==> config.mk <==
export PLATFORM = sky130hd
export DESIGN_NAME = bit_scan_serializer
export DESIGN_NICKNAME = d
export VERILOG_FILES = /design/src/rtl/bit_scan_pkg.sv /design/src/rtl/prio_find.sv /design/src/rtl/bit_scan_serializer.sv
export SDC_FILE = /design/constraint.sdc
export NUM_CORES = 1
export LEC_CHECK = 0
export BUFFER_PORTS_ARGS = -buffer_cell sky130_fd_sc_hd__buf_2
export CAP_MARGIN = 20
export CORE_MARGIN = 5
export CORE_UTILIZATION = 46
export CTS_BUF_LIST = sky130_fd_sc_hd__clkbuf_2
export CTS_CLUSTER_DIAMETER = 40
export DETAILED_ROUTE_END_ITERATION = 10
export PLACE_DENSITY = 0.67
export SETUP_SLACK_MARGIN = 0.02
export SLEW_MARGIN = 30
export SYNTH_ARGS = -nofsm -noshare
export SYNTH_HDL_FRONTEND = slang
export SYNTH_SLANG_ARGS = --single-unit
==> constraint.sdc <==
create_clock -name clk -period 3.7 [get_ports clk]
set_clock_uncertainty 0.1 [all_clocks]
set_input_delay 0.185 -clock clk [delete_from_list [all_inputs] [get_ports clk]]
set_output_delay 0.185 -clock clk [all_outputs]
set_load 0.02 [all_outputs]
==> src/rtl/bit_scan_pkg.sv <==
// Shared types and helpers for the bit-scan serializer.
// Helpers work on a fixed wide vector; callers zero-extend their WIDTH-bit operand.
package bit_scan_pkg;

  // Upper bound on the WIDTH parameter supported by the helpers below.
  localparam int unsigned MaxWidth = 256;

  typedef enum logic [1:0] {StIdle, StScan, StZero} state_e;

  typedef logic [MaxWidth-1:0] wide_vec_t;

  function automatic int unsigned popcount(wide_vec_t v);
    int unsigned cnt;
    cnt = 0;
    for (int unsigned i = 0; i < MaxWidth; i++) begin
      cnt += 32'(v[i]);
    end
    return cnt;
  endfunction

  // Index of the highest set bit, or the lowest when lsb_first is set; 0 for an empty vector.
  function automatic int unsigned find_first(wide_vec_t v, bit lsb_first);
    int unsigned idx;
    idx = 0;
    for (int unsigned i = 0; i < MaxWidth; i++) begin
      if (lsb_first) begin
        if (v[MaxWidth-1-i]) idx = MaxWidth - 1 - i;
      end else if (v[i]) begin
        idx = i;
      end
    end
    return idx;
  endfunction

endpackage

==> src/rtl/prio_find.sv <==
// Combinational priority finder: index of the first set bit in scan order and
// a flag for exactly one bit set.
module prio_find
  import bit_scan_pkg::*;
#(
  parameter int unsigned WIDTH    = 16,
  parameter bit          LsbFirst = 1'b0
) (
  input  logic [WIDTH-1:0]         vec_i,
  output logic [$clog2(WIDTH)-1:0] index_o,
  output logic                     one_hot_single_o
);

  localparam int unsigned IdxW = $clog2(WIDTH);

  wide_vec_t vec_ext;

  always_comb begin
    vec_ext                = '0;
    vec_ext[WIDTH-1:0]     = vec_i;
    index_o                = IdxW'(find_first(vec_ext, LsbFirst));
    one_hot_single_o       = (vec_i != '0) && ((vec_i & (vec_i - WIDTH'(1))) == '0);
  end

endmodule

==> src/rtl/bit_scan_serializer.sv <==
// Serializes the set-bit indices of an accepted vector, one per output beat.
// Define BIT_SCAN_LSB_FIRST_EN to scan lowest bit first instead of highest.
module bit_scan_serializer
  import bit_scan_pkg::*;
#(
  parameter int unsigned WIDTH = 16
) (
  input  logic                       clk,
  input  logic                       rst_n,
  input  logic                       in_valid,
  output logic                       in_ready,
  input  logic [WIDTH-1:0]           in_data,
  output logic                       out_valid,
  input  logic                       out_ready,
  output logic [$clog2(WIDTH)-1:0]   out_index,
  output logic                       out_last,
  output logic                       out_zero,
  output logic [$clog2(WIDTH+1)-1:0] total_ones,
  output logic                       busy
);

  localparam int unsigned IDX_W = $clog2(WIDTH);
  localparam int unsigned CNT_W = $clog2(WIDTH + 1);

`ifdef BIT_SCAN_LSB_FIRST_EN
  localparam bit LsbFirst = 1'b1;
`else
  localparam bit LsbFirst = 1'b0;
`endif

  state_e           state_q, state_d;
  logic [WIDTH-1:0] rem_q, rem_d;
  logic [CNT_W-1:0] total_q, total_d;
  logic [IDX_W-1:0] out_index_q, out_index_d;
  logic             in_ready_q, in_ready_d;
  logic             out_valid_q, out_valid_d;
  logic             out_last_q, out_last_d;
  logic             out_zero_q, out_zero_d;
  logic             busy_q, busy_d;

  logic [IDX_W-1:0] next_index;
  logic             next_single;
  wide_vec_t        in_ext;

  // Looks at the next remaining vector so the beat outputs can be registered.
  prio_find #(
    .WIDTH   (WIDTH),
    .LsbFirst(LsbFirst)
  ) u_prio_find (
    .vec_i           (rem_d),
    .index_o         (next_index),
    .one_hot_single_o(next_single)
  );

  always_comb begin
    state_d            = state_q;
    rem_d              = rem_q;
    total_d            = total_q;
    in_ext             = '0;
    in_ext[WIDTH-1:0]  = in_data;

    unique case (state_q)
      StIdle: begin
        if (in_valid && in_ready_q) begin
          rem_d   = in_data;
          total_d = CNT_W'(popcount(in_ext));
          state_d = (in_data == '0) ? StZero : StScan;
        end
      end
      StScan: begin
        if (out_ready) begin
          rem_d = rem_q & ~(WIDTH'(1) << out_index_q);
          if (out_last_q) state_d = StIdle;
        end
      end
      StZero: begin
        if (out_ready) state_d = StIdle;
      end
      default: state_d = StIdle;
    endcase

    in_ready_d  = (state_d == StIdle);
    busy_d      = !in_ready_d;
    out_valid_d = busy_d;
    out_zero_d  = (state_d == StZero);
    out_index_d = (state_d == StScan) ? next_index : '0;
    out_last_d  = out_zero_d || ((state_d == StScan) && next_single);
  end

  always_ff @(posedge clk) begin
    if (!rst_n) begin
      state_q     <= StIdle;
      rem_q       <= '0;
      total_q     <= '0;
      out_index_q <= '0;
      in_ready_q  <= 1'b1;
      out_valid_q <= 1'b0;
      out_last_q  <= 1'b0;
      out_zero_q  <= 1'b0;
      busy_q      <= 1'b0;
    end else begin
      state_q     <= state_d;
      rem_q       <= rem_d;
      total_q     <= total_d;
      out_index_q <= out_index_d;
      in_ready_q  <= in_ready_d;
      out_valid_q <= out_valid_d;
      out_last_q  <= out_last_d;
      out_zero_q  <= out_zero_d;
      busy_q      <= busy_d;
    end
  end

  assign in_ready   = in_ready_q;
  assign out_valid  = out_valid_q;
  assign out_index  = out_index_q;
  assign out_last   = out_last_q;
  assign out_zero   = out_zero_q;
  assign total_ones = total_q;
  assign busy       = busy_q;

endmodule

==> metrics.md, run 1 <==
| Metric | Value |
|---|---|
| Status | `completed` |
| Register area share after synthesis | `0.2921` |
| Initial antenna violation count | `0` |
| # H-tree levels | `2` |
| Io pins | `34` |
| Syn_nets | `278` |
| Top post-synthesis cells by area | `dfxtp_1 (29%), fa_1 (9.4%), and2_1 (5.9%), inv_1 (4.4%), mux2i_1 (4.2%)` |
| Die W | `77.96 um` |
| Vias in the first global route | `1825` |
| VDD IR max | `approximately 0.24 mV` |
| TritonRoute pass-1 iters | `4` |
| CP Class | `primary input to register` |
| Worst slew margin | `0.5840` |
| Crit end category | `register` |
| RR Startpoint | `state_q[0]` |
| Mapped Area | `2125 um^2` |
| Drt via density | `approximately 5.4` |
| RePlAce Congestion | `0.9076` |
| Leakage Power | `1.068 nW` |
| Wire length per cell | `15.82 um` |
| Routed Antenna Nets | `0` |
| RR Endpoint | `out_last` |
| RSZ-0062 raised after global routing | `no` |
| N_diodes | `0` |
| Period minus WS final | `3.200 ns` |
| Power Density | `between 400 and 500 nW/um^2` |
| Grt total ovfl | `0` |
| EDFF count, synth | `0` |
| Cells after Synth | `around 240` |
| Via count | `1784` |
| Site Rows | `24` |
| HP Class | `primary input to register` |
| CTS tree | `yes` |
| Core Footprint | `4414 um^2` |
| CTS Sinks | `31` |
| Die Y | `77.96 um` |
| Measured slew at the worst slew-check pin | `0.6240 ns` |
| Post-cts sizing count | `0` |
| Ys flop type | `dfxtp_1` |
| Req. time, crit path | `3.91 ns` |
| Max cap viols | `0` |
| First-pass GRT wire length | `9156 um` |
| Synth-to-layout area growth | `12.54%` |
| Hold_buf cts | `0` |
| Setup TNS | `0 ns` |
| Total Wirelength | `roughly 5200 um` |
| Largest net degree at the start of global routing | `29` |
| Synth top area share | `0.2921` |
| Initial detailed-routing violation count | `101` |
| Synth area leader | `dfxtp_1` |
| Yosys warnings | `0` |
| Estimated wirelength of the detail-placed design | `4150 um` |
| Drt drc | `0` |
| Ys async rst share | `0` |
| Crit path DAT | `between 3 and 4 ns` |
| Worst Slack Setup Final | `around 0.50 ns` |
| Final nets | `313` |
| Final setup viols | `0` |
| Period utilisation layout | `0.8648` |
| # port buffers | `33` |
| Total global-route track usage | `0.1887` |
| FF-to-FF setup slack | `0.57 ns` |
| Worst Hold End | `out_zero` |
| Initial Utilization | `0.4813` |
| Worst hold path depth | `4` |
| Mean Syn Cell Area | `roughly 8.8 um^2` |
| Yosys cell types | `58` |
| Layout cells sized above 1 | `0.2014` |
| Die area | `6078 um^2` |
| Worst setup SP type | `primary input` |
| Final Hold Viols | `0` |
| Worst-path fanout max | `2` |
| Clock slew at reported path FFs | `between 0.15 and 0.2 ns` |
| Root buf cell | `clkbuf_2` |
| Postcts setup bufs | `0` |
| Min-delay src | `out_ready` |
| Dpl ws | `between 0.08 and 0.09 ns` |
| Synthesized flop and latch total | `31` |
| Reg2reg path depth | `9` |
| FMAX | `about 310 MHz` |
| Clock tree buffer depth | `2` |
| Max-slew violations | `0` |
| Worst skew pair latency | `0.38 ns` |
| Num CTS Buffers | `5` |
==> how the worst max path moves through the flow <==
stage	startpoint	end	slack, ns	depth (start not counted)
6_report	in_data[0]	total_ones[4]	0.50	13
5_1_grt	in_data[0]	total_ones[4]	0.33	13
4_1_cts	in_data[0]	total_ones[4]	0.49	13
3_5_place_dp	in_data[0]	total_ones[4]	0.09	13
3_3_place_gp	in_data[0]	total_ones[2]	0.19	13
2_1_floorplan	in_data[0]	total_ones[3]	0.38	12
==> flip-flops by register name (all words and copies together), names as in the netlist <==
| signal | count |
|---|---|
| out_index | 4 |
| out_zero | 1 |
| total_ones | 5 |
| busy | 1 |
| in_ready | 1 |
| state_q | 2 |
| out_last | 1 |
| rem_q | 16 |
==> Yosys cell counts (2+ instances only) <==
cell type	n
a21oi_1	14
dfxtp_1	31
clkbuf_1	2
o21a_1	3
ha_1	6
o31a_1	2
nor2_1	24
and2_1	20
inv_1	25
a22oi_1	2
mux2i_1	9
nor3_1	3
maj3_1	2
nand2_1	19
buf_6	2
nand4bb_1	2
mux2_4	2
nor2b_1	3
o21ai_0	9
fa_1	10
nor4_1	5
a31oi_1	2
nand4_1	2
a221oi_2	2
a211oi_1	2
o21ai_1	5
a21boi_0	3
==> worst max-delay path, stage by stage <==
cell	delay (ns)
buf_2	0.12
fa_1	0.53
inv_1	0.05
fa_1	0.48
fa_1	0.54
fa_1	0.41
inv_1	0.08
ha_1	0.16
inv_1	0.05
fa_1	0.39
nor2b_1	0.12
o211ai_1	0.08
a21boi_0	0.21
==> final cells by class <==
type / count / area, um^2
Clock buffer: 5 / 25.02
Clock inverter: 3 / 38.79
Fill cell: 411 / 2023
Inverter: 25 / 93.84
Multi-Input combinational cell: 179 / 1368
Sequential cell: 31 / 620.6
Tap cell: 52 / 65.06
Timing Repair Buffer: 35 / 180.2
==> stage by stage <==
| step | hold slack, ns | area (um^2) | util | total power [mW] | std cells |
|---|---|---|---|---|---|
| after floorplan | 0.2388 | 2125 | - | 0.7884 | 242 |
| after global placement | 0.3505 | 2327 | 0.5272 | 0.9074 | 322 |
| after detailed placement | 0.3552 | 2327 | 0.5272 | 0.9133 | 322 |
| after CTS | 0.002751 | 2391 | 0.5417 | 1.153 | 330 |
| after global routing | 0.04217 | 2391 | 0.5417 | 1.246 | 330 |
| final | 0.03273 | 2391 | 0.5417 | 1.141 | 330 |
==> where the power goes <==
part / switching, mW / internal, mW
combinational: 0.290 / 0.218
clock: 0.122 / 0.111
sequential: 0.0282 / 0.370
==> kinds of logic after synthesis <==
family | share of synthesized area
xor+xnor | 0.008247
compound gates | 0.2032
flops | 0.2921
simple gates | 0.2297
buf+inv | 0.07126
mux | 0.05654
fa+ha+maj | 0.1390
==> metal layers <==
layer / routed length, um / vias up / part of all wire / GRT usage
met5: 0 / - / 0 / 0
met4: 49 / 0 / 0.0094 / 0.05405
met3: 354 / 5 / 0.068 / 0.04051
met2: 2340 / 49 / 0.45 / 0.2830
met1: 2476 / 815 / 0.47 / 0.2725
li1: - / 915 / - / -
==> layout by cell type, fill, tap and decap left out, types with 6 or more instances in the layout <==
| master | count |
|---|---|
| nand2_1 | 19 |
| mux2i_1 | 9 |
| fa_1 | 10 |
| inv_1 | 25 |
| a21oi_1 | 14 |
| buf_2 | 33 |
| and2_1 | 20 |
| ha_1 | 6 |
| o21ai_0 | 9 |
| nor2_1 | 24 |
| dfxtp_1 | 31 |
Power figures use the tool's default switching activity.
==> run 2, diff against run 1 <==
--- a/config.mk
+++ b/config.mk
@@ -5,6 +5,7 @@
 export SDC_FILE = /design/constraint.sdc
 export NUM_CORES = 1
 export LEC_CHECK = 0
+export ABC_AREA = 1
 export BUFFER_PORTS_ARGS = -buffer_cell sky130_fd_sc_hd__buf_2
 export CAP_MARGIN = 20
 export CORE_MARGIN = 5
@@ -12,6 +13,7 @@
 export CTS_BUF_LIST = sky130_fd_sc_hd__clkbuf_2
 export CTS_CLUSTER_DIAMETER = 40
 export DETAILED_ROUTE_END_ITERATION = 10
+export MAX_ROUTING_LAYER = met4
 export PLACE_DENSITY = 0.67
 export SETUP_SLACK_MARGIN = 0.02
 export SLEW_MARGIN = 30
==> metrics.md, run 2 <==
| Metric | Value |
|---|---|
| Ys flop type | `dfxtp_1` |
| Worst slew margin | `0.5851` |
| Clock slew at reported path FFs | `0.19 ns` |
| Post-cts sizing count | `0` |
| Die W | `80.23 um` |
| Fin Hold WS | `0.1158 ns` |
| Reg area | `620.6 um^2` |
| Synth area leader | `dfxtp_1` |
| Synthesized flop and latch total | `31` |
| Io pins | `34` |
| Routed Antenna Nets | `0` |
| Total Wirelength | `5670 um` |
| Initial antenna violation count | `0` |
| CP most frequent cell | `fa_1` |
| Number of flip-flops in the largest register | `16` |
| Grt total ovfl | `0` |
| Period minus WS final | `3.124 ns` |
| RePlAce Congestion | `0.8866` |
| Dpl ws | `0.1823 ns` |
| Period utilisation layout | `0.8442` |
| Most common cell in the synthesized netlist | `nand2_1` |
| Initial Utilization | `0.4771` |
| Worst path cell trace | `buf_2, fa_1, inv_1, fa_1, fa_1, fa_1, inv_1, ha_1, inv_1, fa_1, nor2_1, o211ai_1, a21oi_1` |
| Synth-to-layout area growth | `11.47%` |
| CTS Sinks | `31` |
| Top post-synthesis cells by area | `dfxtp_1 (27%), nand2_1 (12%), inv_1 (9.6%), nor2_1 (9.4%), fa_1 (8.8%)` |
| CTS tree | `yes` |
| Req. time, crit path | `3.91 ns` |
| Final setup viols | `0` |
| Mean Syn Cell Area | `6.833 um^2` |
| Total global-route track usage | `0.1974` |
| CP max stage delay | `between 0.5 and 0.6 ns` |
| Largest Register | `rem_q` |
| Mapped Area | `2268 um^2` |
| Syn_nets | `around 370` |
| Cells after Synth | `332` |
| CP max-delay cell | `fa_1` |
| Register area share after synthesis | `0.2736` |
| Commonest non-fill, non-tap cell in the layout | `nand2_1` |
| Die Y | `80.23 um` |
| Die area | `approximately 6400 um^2` |
| Clock tree buffer depth | `2` |
| Setup TNS | `0 ns` |
| RSZ-0062 raised after global routing | `no` |
| FMAX | `about 320 MHz` |
| Power Density | `441.4 nW/um^2` |
| Worst-path fanout max | `3` |
| Estimated wirelength of the detail-placed design | `between 4000 and 5000 um` |
| Num CTS Buffers | `5` |
| First-pass GRT wire length | `around 9500 um` |
| N_diodes | `0` |
| Worst skew pair latency | `0.38 ns` |
| Drt drc | `0` |
| Drt via density | `slightly below 5` |
| Site Rows | `25` |
| # port buffers | `33` |
| Synth top area share | `0.2736` |
| TritonRoute pass-1 iters | `4` |
| Number of fill cells in the layout | `roughly 510` |
| Root buf cell | `clkbuf_2` |
| Via count | `2097` |
| Initial detailed-routing violation count | `129` |
| Footprint of the multi-input gates | `1356 um^2` |
| HP Class | `primary input to register` |
| EDFF count, synth | `0` |
| Leakage Power | `1.334 nW` |
| Layout cells sized above 1 | `0.1978` |
| Largest net degree at the start of global routing | `20` |
| Measured slew at the worst slew-check pin | `0.6186 ns` |
| Most frequent cells in the layout | `nand2_1 (72), inv_1 (58), nor2_1 (57)` |
| Design Area, Final | `2529 um^2` |
| Worst setup SP type | `primary input` |
| Ys async rst share | `0` |
| CP Class | `primary input to register` |
| Core Footprint | `4755 um^2` |
| Worst Slack Setup Final | `about 0.58 ns` |
| Crit path DAT | `3.34 ns` |
| Status | `completed` |
| Crit end category | `register` |
| # H-tree levels | `2` |
| Max cap viols | `0` |
| Yosys cell types | `35` |
| Placed Instance Area | `2476 um^2` |
| Final nets | `~400` |
| Wire length per cell | `13.00 um` |
| VDD IR max | `0.2189 mV` |
| Max-slew violations | `0` |
| Final core occ | `0.5318` |
| Yosys warnings | `0` |
| Final Hold Viols | `0` |
| Synth cell count leaders | `nand2_1 (72), inv_1 (58), nor2_1 (57), dfxtp_1 (31), nand3_1 (14)` |
| Vias in the first global route | `1990` |
[run 2: changes by cell type in the layout (fill, tap and decap cells not counted), sizes merged, moves of 5 or more]
cell and delta:
and2 -20, inv +40, mux2i -9, nand2 +59
nand3 +14, nor2 +41, nor4 -6, o211ai +11
o21ai +5
[run 2: repair_timing]
| item | 4_1_cts | 5_1_grt |
|---|---|---|
| hold buffers | 1 | 0 |
| setup buffers | 0 | 0 |
| hold endpoints to repair | 4 | 0 |
[run 2: cell type report]
type / count / area share
clock buffer: 6 / 0.01188
clock inverter: 2 / 0.004948
inverter: 66 / 0.09896
multi-input combinational: 230 / 0.5364
sequential: 31 / 0.2454
tap: 67 / 0.03315
timing repair buffer: 34 / 0.06927
[run 2: critical path, delay by kind of cell]
family                   cells  cell delay [ns]
AO/OA/AOI/OAI                2             0.23
adder cells (fa/ha/maj)      6             2.51
buffers and inverters        4             0.31
AND/OR/NAND/NOR              1             0.12
[run 2: per-layer routing]
metal  GRT usage  up-vias  share of wire
met4     0.04561        0         0.0051
li1            -     1093              -
met2      0.3096       54           0.46
met3     0.03251        4          0.054
met5           -        -              0
met1      0.2672      946           0.48
[run 2: cell families (layout without fill, tap and decap cells)]
kind of cell             after synthesis  after routing  share of synthesized area
adder cells (fa/ha/maj)               16             16                     0.1213
XOR/XNOR                               2              2                   0.007723
AO/OA/AOI/OAI                         48             48                     0.1368
buffers and inverters                 71            108                     0.1285
flip-flops                            31             31                     0.2736
AND/OR/NAND/NOR                      164            164                     0.3320
[run 2: metrics by stage]
stage	total power, mW	cells
detailed placement	0.9444	427
global placement	0.9326	427
CTS	1.121	436
global route	1.221	436
finish	1.116	436
floorplan	0.8176	332
[run 2: report_power, final]
| group | internal, mW | total (mW) | switching [mW] | leakage [nW] |
|---|---|---|---|---|
| logic | 0.197 | 0.547 | 0.350 | 1.05 |
| registers | 0.371 | 0.392 | 0.0209 | 0.256 |
| clock network | 0.0483 | 0.178 | 0.129 | 0.0290 |
| total | 0.616 | 1.12 | 0.500 | 1.33 |
[run 2: path summary, 6_finish.rpt]
kind                   endpoint     startpoint  depth (start not counted)  slack, ns
hold / removal    total_ones[0]     in_data[2]                          4       0.12
setup / recovery  total_ones[4]     in_data[0]                         13       0.58
setup reg to reg       out_last     state_q[0]                         14       1.26
hold reg to reg   total_ones[4]  total_ones[4]                          2       0.39
==> run 3, diff against run 2 <==
==> constraint.sdc (replaced) <==
create_clock -name clk -period 3.05 [get_ports clk]
set_clock_uncertainty 0.1 [all_clocks]
set_input_delay 0.1525 -clock clk [delete_from_list [all_inputs] [get_ports clk]]
set_output_delay 0.1525 -clock clk [all_outputs]
set_load 0.02 [all_outputs]
==> metrics.md, run 3 (same netlist as run 2, synthesis figures left out) <==
| Metric | Value |
|---|---|
| Total Wirelength | `5718 um` |
| Clock slew at reported path FFs | `0.17 ns` |
| Period utilisation layout | `0.9647` |
| CTS tree | `yes` |
| Switching share of power | `0.4411` |
| VDD IR max | `between 0.2 and 0.25 mV` |
| Die Y | `around 80 um` |
| Io pins | `34` |
| Worst path cell trace | `buf_2, fa_1, fa_1, inv_1, fa_1, fa_1, inv_1, ha_2, inv_2, fa_2, nor2_2, o211ai_1, a21oi_1` |
| First-pass GRT wire length | `9411 um` |
| Status | `completed` |
| Total global-route track usage | `0.1960` |
| Drt drc | `0` |
| CP Class | `primary input to register` |
| Worst skew pair latency | `approximately 0.37 ns` |
| HP Class | `primary input to register` |
| Die W | `80.23 um` |
| Layout cells sized above 1 | `0.2336` |
| Largest net degree at the start of global routing | `20` |
| Setup TNS | `0 ns` |
| TritonRoute pass-1 iters | `4` |
| Worst slew margin | `0.6109` |
| N_diodes | `0` |
| Critical path's top delay family | `adder cells` |
| Grt total ovfl | `0` |
| CP most frequent cell | `fa_1` |
| Num CTS Buffers | `5` |
| Max-slew violations | `0` |
| Clk pwr share | `0.141` |
| FMAX | `between 300 and 400 MHz` |
| Worst-path fanout max | `2` |
| Largest Register | `rem_q` |
| Measured slew at the worst slew-check pin | `~0.58 ns` |
| CP max-delay cell | `fa_1` |
| Final nets | `417` |
| Crit path DAT | `3.15 ns` |
| Routed Antenna Nets | `0` |
| Vias in the first global route | `2014` |
| Req. time, crit path | `3.26 ns` |
| Synth-to-layout area growth | `15.72%` |
| # port buffers | `33` |
| Power Density | `523.2 nW/um^2` |
| Die area | `6436 um^2` |
| CP max stage delay | `0.52 ns` |
| Placed Instance Area | `2579 um^2` |
| # H-tree levels | `2` |
| Clock tree buffer depth | `2` |
| Net switching power | `605.8 uW` |
| Core Footprint | `roughly 4800 um^2` |
| Initial Utilization | `0.4771` |
| Final core occ | `0.5521` |
| Internal power | `767.7 uW` |
| Design Area, Final | `between 2000 and 3000 um^2` |
| RePlAce Congestion | `roughly 0.9` |
| Most frequent cells in the layout | `nand2_1 (72), inv_1 (56), nor2_1 (56)` |
| Buf/Inv on CP | `4` |
| Drt via density | `roughly 4.8` |
| Initial detailed-routing violation count | `110` |
| Wire length per cell | `12.76 um` |
| Period minus WS final | `~2.9 ns` |
| Seq pwr share | `0.346` |
| RSZ-0062 raised after global routing | `yes` |
| CTS Sinks | `31` |
| Power share of the combinational group | `0.513` |
| Site Rows | `25` |
| Leakage Power | `about 1.4 nW` |
| Estimated wirelength of the detail-placed design | `4647 um` |
| Via count | `between 2000 and 2500` |
| Number of flip-flops in the largest register | `16` |
| Final setup viols | `0` |
| Commonest non-fill, non-tap cell in the layout | `nand2_1` |
| Root buf cell | `clkbuf_2` |
| Initial antenna violation count | `0` |
| Crit end category | `register` |
| Max cap viols | `0` |
| Final Hold Viols | `0` |
| Worst setup SP type | `primary input` |
==> run 3: changes by cell type in the layout (fill, tap and decap cells not counted), sizes merged <==
| cell | delta |
|---|---|
| buf | +13 |
| clkbuf | -1 |
| clkinv | +1 |
| clkinvlp | -1 |
==> run 3: final timing paths <==
check                     start       endpoint  slack, ns  cells past startpoint
hold / removal       in_data[2]  total_ones[0]       0.11                      4
setup reg to reg     state_q[1]       out_last       0.59                     14
setup / recovery    in_data[11]  total_ones[4]       0.11                     13
hold reg to reg   total_ones[4]  total_ones[4]       0.38                      2
==> run 3: stage by stage <==
step / total power [mW] / hold slack [ns] / setup WS [ns] / cells
2_1_floorplan: 0.9981 / 0.1882 / -0.05623 / 332
3_3_place_gp: 1.164 / 0.3605 / -0.2621 / 440
3_5_place_dp: 1.179 / 0.3613 / -0.3064 / 440
4_1_cts: 1.373 / 0.1002 / 0.1042 / 448
5_1_grt: 1.493 / 0.1093 / -0.02918 / 448
6_report: 1.374 / 0.1129 / 0.1076 / 448
==> run 3: what timing repair did <==
| action | 4_1_cts | 5_1_grt |
|---|---|---|
| hold buffers | 1 | 0 |
| endpoints found under the hold margin | 4 | 0 |
| gates resized for setup | 0 | 1 |
| setup buffers | 0 | 0 |
| setup endpoints to repair | 0 | 2 |
==> run 3: layer usage <==
metal / track usage / share of wire / up-vias
li1: - / - / 1119
met1: 0.2493 / 0.48 / 976
met2: 0.3129 / 0.46 / 44
met3: 0.03587 / 0.041 / 9
met4: 0.06757 / 0.014 / 0
met5: - / 0 / -
==> run 3: power groups by stage <==
| stage | registers (mW) | clock network (mW) | logic [mW] |
|---|---|---|---|
| floorplan | 0.506 | 0 | 0.492 |
| global placement | 0.484 | 0 | 0.680 |
| detailed placement | 0.484 | 0 | 0.695 |
| CTS | 0.475 | 0.197 | 0.700 |
| global route | 0.481 | 0.218 | 0.794 |
| finish | 0.475 | 0.194 | 0.704 |
==> run 3: cell type report <==
cell class	count	area, um^2
flip-flops and latches	31	620.6
multi-input cells	230	1364
well taps	67	83.83
clock inverters	2	8.758
inverters	66	250.2
fillers	517	2130
repair buffers	47	272.8
clock buffers	5	25.02
==> run 3: worst reg2reg max path, cell delays in order, from the launching register on <==
cell and delay [ns]:
dfxtp_1 0.39, nor2_4 0.29, nand2_4 0.20, inv_2 0.29
nand2_1 0.09, o211ai_1 0.23, nand2_1 0.13, inv_1 0.08
nand2_1 0.08, nor2_1 0.16, nand2_1 0.07, nand2_1 0.06
nor2_1 0.04, nand4_1 0.10, nand2_1 0.05
